### config.mk
export PLATFORM = sky130hd
export DESIGN_NAME = mem_alloc
export DESIGN_NICKNAME = d
export VERILOG_FILES = /design/src/rtl/mem_alloc.sv
export SDC_FILE = /design/constraint.sdc
export NUM_CORES = 1
export LEC_CHECK = 0
export BUFFER_PORTS_ARGS = -buffer_cell sky130_fd_sc_hd__buf_2
export CORE_UTILIZATION = 52
export CTS_CLUSTER_DIAMETER = 60
export DETAILED_ROUTE_END_ITERATION = 12
export GPL_ROUTABILITY_DRIVEN = 0
export PLACE_DENSITY = 0.81
export SLEW_MARGIN = 5
export SYNTH_ARGS = -nofsm -noshare
export SYNTH_HDL_FRONTEND = slang
export SYNTH_SLANG_ARGS = --single-unit
export TNS_END_PERCENT = 5
### constraint.sdc
create_clock -name clk_in -period 12.6 [get_ports clk_in]
set_input_delay 0.63 -clock clk_in [delete_from_list [all_inputs] [get_ports clk_in]]
set_output_delay 0.63 -clock clk_in [all_outputs]
set_load 0.005 [all_outputs]
### src/rtl/mem_alloc.sv
// mem_alloc: arbitrates fetch / load / store onto the single byte-wide RAM port
// and serialises each 1-, 2- or 4-byte little-endian access one byte per cycle.
module mem_alloc (
  input  logic        clk_in,
  input  logic        rst_in,
  input  logic        rdy_in,
  input  logic        clear_branch_in,
  input  logic        io_buffer_full_in,
  input  logic [7:0]  mem_din,
  output logic [7:0]  mem_dout,
  output logic [31:0] mem_a,
  output logic        mem_wr,
  input  logic        if_to_alloc_en_in,
  input  logic [31:0] if_a_in,
  output logic        alloc_to_if_gr_out,
  output logic        alloc_to_if_en_out,
  output logic [31:0] if_d_out,
  input  logic        lsb_to_alloc_r_en_in,
  input  logic [1:0]  lsb_r_offset_in,
  input  logic [31:0] lsb_r_a_in,
  output logic        alloc_to_lsb_r_gr_out,
  output logic        alloc_to_lsb_r_en_out,
  output logic [31:0] lsb_d_out,
  input  logic        lsb_to_alloc_w_en_in,
  input  logic [1:0]  lsb_w_offset_in,
  input  logic [31:0] lsb_w_a_in,
  input  logic [31:0] lsb_d_in,
  output logic        alloc_to_lsb_w_gr_out,
  output logic        alloc_to_lsb_w_en_out
);

  typedef enum logic [1:0] {S_IDLE, S_FETCH, S_READ, S_WRITE} state_t;

  state_t      state_q, state_d;
  logic [1:0]  cnt_q, cnt_d;
  logic [1:0]  off_q, off_d;
  logic [31:0] base_q, base_d;
  logic [31:0] wdata_q, wdata_d;
  logic [31:0] rdata_q, rdata_d;
  logic [31:0] mem_a_q, mem_a_d;
  logic [7:0]  mem_dout_q, mem_dout_d;
  logic        mem_wr_q, mem_wr_d;
  logic        if_gr_q, if_gr_d, if_en_q, if_en_d;
  logic        r_gr_q, r_gr_d, r_en_q, r_en_d;
  logic        w_gr_q, w_gr_d, w_en_q, w_en_d;
  logic [31:0] if_d_q, if_d_d, lsb_d_q, lsb_d_d;

  logic        w_ok;
  logic [1:0]  cnt_nx;
  logic [31:0] word;

  always_comb begin
    state_d    = state_q;
    cnt_d      = cnt_q;
    off_d      = off_q;
    base_d     = base_q;
    wdata_d    = wdata_q;
    rdata_d    = rdata_q;
    mem_a_d    = mem_a_q;
    mem_dout_d = mem_dout_q;
    mem_wr_d   = mem_wr_q;
    if_d_d     = if_d_q;
    lsb_d_d    = lsb_d_q;
    if_gr_d    = 1'b0;
    if_en_d    = 1'b0;
    r_gr_d     = 1'b0;
    r_en_d     = 1'b0;
    w_gr_d     = 1'b0;
    w_en_d     = 1'b0;
    // An IO store waits while the UART buffer is full; others may pass it.
    w_ok   = lsb_to_alloc_w_en_in &&
             !((lsb_w_a_in[17:16] == 2'b11) && io_buffer_full_in);
    cnt_nx = cnt_q + 2'd1;
    word   = rdata_q;
    word[{cnt_q, 3'b000} +: 8] = mem_din;

    unique case (state_q)
      S_IDLE: begin
        if (w_ok) begin
          state_d    = S_WRITE;
          base_d     = lsb_w_a_in;
          off_d      = lsb_w_offset_in;
          wdata_d    = lsb_d_in;
          cnt_d      = '0;
          mem_a_d    = lsb_w_a_in;
          mem_dout_d = lsb_d_in[7:0];
          mem_wr_d   = 1'b1;
          w_gr_d     = 1'b1;
        end else if (!clear_branch_in && lsb_to_alloc_r_en_in) begin
          state_d  = S_READ;
          base_d   = lsb_r_a_in;
          off_d    = lsb_r_offset_in;
          cnt_d    = '0;
          rdata_d  = '0;
          mem_a_d  = lsb_r_a_in;
          mem_wr_d = 1'b0;
          r_gr_d   = 1'b1;
        end else if (!clear_branch_in && if_to_alloc_en_in) begin
          state_d  = S_FETCH;
          base_d   = if_a_in;
          off_d    = 2'd3;
          cnt_d    = '0;
          rdata_d  = '0;
          mem_a_d  = if_a_in;
          mem_wr_d = 1'b0;
          if_gr_d  = 1'b1;
        end
      end
      S_FETCH, S_READ: begin
        if (clear_branch_in) begin
          state_d = S_IDLE;
        end else if (cnt_q == off_q) begin
          state_d = S_IDLE;
          if (state_q == S_FETCH) begin
            if_en_d = 1'b1;
            if_d_d  = word;
          end else begin
            r_en_d  = 1'b1;
            lsb_d_d = word;
          end
        end else begin
          cnt_d   = cnt_nx;
          rdata_d = word;
          mem_a_d = base_q + {30'b0, cnt_nx};
        end
      end
      S_WRITE: begin
        if (cnt_q == off_q) begin
          state_d  = S_IDLE;
          mem_wr_d = 1'b0;
          w_en_d   = 1'b1;
        end else begin
          cnt_d      = cnt_nx;
          mem_a_d    = base_q + {30'b0, cnt_nx};
          mem_dout_d = wdata_q[{cnt_nx, 3'b000} +: 8];
        end
      end
      default: state_d = S_IDLE;
    endcase
  end

  always_ff @(posedge clk_in or posedge rst_in) begin
    if (rst_in) begin
      state_q    <= S_IDLE;
      cnt_q      <= '0;
      off_q      <= '0;
      base_q     <= '0;
      wdata_q    <= '0;
      rdata_q    <= '0;
      mem_a_q    <= '0;
      mem_dout_q <= '0;
      mem_wr_q   <= 1'b0;
      if_d_q     <= '0;
      lsb_d_q    <= '0;
      if_gr_q    <= 1'b0;
      if_en_q    <= 1'b0;
      r_gr_q     <= 1'b0;
      r_en_q     <= 1'b0;
      w_gr_q     <= 1'b0;
      w_en_q     <= 1'b0;
    end else if (rdy_in) begin
      state_q    <= state_d;
      cnt_q      <= cnt_d;
      off_q      <= off_d;
      base_q     <= base_d;
      wdata_q    <= wdata_d;
      rdata_q    <= rdata_d;
      mem_a_q    <= mem_a_d;
      mem_dout_q <= mem_dout_d;
      mem_wr_q   <= mem_wr_d;
      if_d_q     <= if_d_d;
      lsb_d_q    <= lsb_d_d;
      if_gr_q    <= if_gr_d;
      if_en_q    <= if_en_d;
      r_gr_q     <= r_gr_d;
      r_en_q     <= r_en_d;
      w_gr_q     <= w_gr_d;
      w_en_q     <= w_en_d;
    end
  end

  assign mem_a                 = mem_a_q;
  assign mem_dout              = mem_dout_q;
  assign mem_wr                = mem_wr_q;
  assign alloc_to_if_gr_out    = if_gr_q;
  assign alloc_to_if_en_out    = if_en_q;
  assign if_d_out              = if_d_q;
  assign alloc_to_lsb_r_gr_out = r_gr_q;
  assign alloc_to_lsb_r_en_out = r_en_q;
  assign lsb_d_out             = lsb_d_q;
  assign alloc_to_lsb_w_gr_out = w_gr_q;
  assign alloc_to_lsb_w_en_out = w_en_q;

endmodule

==> flow_summary.toml <==
[run_status]
status = "finished clean"

[clocking]
cts_setup_buffers = 0
path_clk_slew_ps = 60
h-tree-depth = 1
cts_made_buffers = 24
hold_buffers = 0
cts_root_buf = "clkbuf_16"
clockBufferDepth = 3
clk_latency_ps = 510
cts_tree = "yes"
cts_resized = 0
cts_num_sinks = 213

[grt]
grt_pass1_vias = 8817
grtUsageMet3_pct = 5.19
grt-ovfl-total = 0
track_usage_pct = 26.6
use_met2_pct = 42.9
top_usage_layer = "met2"
grt_first_pass_wirelength_um = 45600
use_met1_pct = 36.2
antenna_found_initial = 1
grt_max_degree = 140

[drt]
viasPerCell = 5.75
drt_first_iter_violations = 696
drc = 0
drt_wl_total_um = 27600
num_vias = 8976
wl_per_cell_um = 17.7
ant_nets = 0
first_pass_iters = 5

[placed_design]
portBuffers = 258
dp_cells = 1520
post-dp-hpwl_um = 19100

[pwr]
ir_worst_vdd_mv = 0.174
power-per-cell-area_nw_per_um2 = 248
leakage_uw = 0.00603

[final_layout]
diodes = 0
syn_to_final_growth_pct = 20.1
finalNonFillerCells = 1562
utilization_pct = 64.6
fillers = 1582
nets = 1440
drive_gt1_share_pct = 30.3

[floorplan]
die_y_um = 145
initial_core_util_pct = 53.8
io_pins = 259
placementRows = 51
coreArea_um2 = 19800
die_area_um2 = 21000
die_w_um = 145

[worst_setup_path]
cp_data_required_time_ps = 12990
critical_path_arrival_ps = 4350
path_class = "reg -> reg"
start_kind = "flip-flop"
end_kind = "flip-flop"
cp_max_fo = 16

[timing]
clock.fmax_mhz = 253
fin_skew_ps = 7.00
rsz0062_at_grt = "false"
worst_pin_slew_ps = 1210
fin_crit_ps = 3960
maxSlewHeadroom_pct = 19.1
maxSlewViolCount = 0
hold_viol = 0
setup_tns_ps = 0
fin_crit_sh_pct = 31.4
finalSetupViolations = 0

[synthesis]
avgSynthCellArea_um2 = 9.98
ys_seq_elements = 213
synth_top_flop_cell = "dfrtp_1"
syn_nets = 1225
ys_types = 65
synth_cells = 1066
synthArstFlopShare_pct = 100
synth_edf_count = 0
ys_seq_area_share_pct = 50.1
synth_warnings = 0
synthesis.area_um2 = 10600

[min_path]
hp-class = "in -> async"

[job]
timing.max_cap.violations = 0
## cells in the mapped netlist, drive strengths merged (2+ instances only)
library cell	count	area, um^2
a211oi	2	15.0
a21o	9	67.6
a21oi	82	410
a221o	9	90.1
a221oi	2	17.5
a22o	6	52.6
a2bb2oi	2	17.5
a31o	2	17.5
a31oi	33	206
and2	3	18.8
and4	7	63.8
buf	50	270
clkbuf	29	110
dfrtp	213	5330
ha	10	125
inv	14	52.6
mux2	66	743
mux2i	36	360
mux4	8	180
nand2	145	547
nand2b	3	18.8
nand3	32	165
nand4	14	103
nor2	47	176
nor2b	34	213
nor3	18	95.1
nor4	3	18.8
nor4b	2	38.8
o2111ai	3	26.3
o211ai	3	22.5
o21ai	130	651
o31ai	2	15.0
or2	2	12.5
or3	6	37.5
xnor2	9	78.8
xor2	14	123
## placed cells by master (no fill, tap or decap), drive strengths merged, types with 9 or more instances in the layout
cell,netlist,final
nor2b,34,34
buf,50,268
xor2,14,14
nor2,47,47
nand3,32,32
o21ai,130,130
a21o,9,9
ha,10,10
a21oi,82,82
a31oi,33,33
xnor2,9,9
nand2,145,145
clkbuf,29,35
mux2i,36,36
inv,14,14
nand4,14,14
dfrtp,213,213
mux2,66,66
a221o,9,9
nor3,18,18
## worst paths after layout
path                                     startpoint                        to  slack [ps]  cells after the start
setup / recovery               cnt_q[0]$_DFFE_PP0P_     mem_a[24]$_DFFE_PP0P_        8640                      8
hold / removal                               rst_in    base_q[24]$_DFFE_PP0P_         330                      2
setup reg to reg               cnt_q[0]$_DFFE_PP0P_     mem_a[24]$_DFFE_PP0P_        8640                      8
hold reg to reg            if_d_out[24]$_DFFE_PP0P_  if_d_out[24]$_DFFE_PP0P_         470                      2
max in group asynchronous                    rst_in     base_q[4]$_DFFE_PP0P_       10690                      3
min in group clk_in                    lsb_d_in[26]   wdata_q[26]$_DFFE_PP0P_         350                      2
## through the flow
stage | cell area (um^2) | worst slack [ps] | total power, uW | hold WS (ps)
6_report | 12800 | 8640 | 3170 | 325
5_1_grt | 12800 | 8270 | 3400 | 340
4_1_cts | 12800 | 8580 | 3180 | 335
3_5_place_dp | 12000 | 8620 | 2480 | 461
3_3_place_gp | 12000 | 8740 | 2420 | 454
2_1_floorplan | 10600 | 6150 | 2040 | 442
## kinds of logic after synthesis
family	after synthesis	share of synthesized area, %
compound gates	295	16.0
xor+xnor	23	1.89
fa+ha+maj	11	1.36
buf+inv	94	4.10
flops	213	50.1
mux	110	12.1
simple gates	320	14.5
## area by class of cell
class                   instances  area, um^2  share of cell area, %
inverters                      15        63.8                  0.499
flip-flops and latches        213        5330                   41.7
multi-input cells             759        4910                   38.4
repair buffers                268        1370                   10.7
clock buffers                  35         693                   5.42
clock inverters                 7        88.8                  0.695
well taps                     265         332                   2.59
## registers in the layout (all words and copies together) (netlist names)
signal and cells:
base_q 32, if_d_out 32, lsb_d_out 32, mem_a 32, rdata_q 32, wdata_q 32
mem_dout 8, cnt_q 2, off_q 2, state_q 2, alloc_to_if_en_out 1, alloc_to_if_gr_out 1
alloc_to_lsb_r_en_out 1, alloc_to_lsb_r_gr_out 1, alloc_to_lsb_w_en_out 1, alloc_to_lsb_w_gr_out 1, mem_wr 1
## worst max-delay path, stage by stage (launching register included)
cell and delay, ps:
dfrtp_1 850, inv_1 320, ha_1 840, fa_1 370
nand3_1 270, nor4_1 540, nand3_1 170, xnor2_1 160
a221o_1 330
## per-layer routing
| metal | vias to the layer above | share of wire (%) | wire [um] |
|---|---|---|---|
| met5 | - | 0.036 | 10 |
| met4 | 2 | 2.9 | 814 |
| met3 | 58 | 6.9 | 1920 |
| met2 | 363 | 47 | 13000 |
| met1 | 4323 | 43 | 11900 |
| li1 | 4230 | - | - |
## report_power, final
group / switching, uW / internal (uW)
clock: 271 / 421
sequential: 216 / 1000
combinational: 705 / 554
total: 1190 / 1980
(Power assumes the default switching activity.)
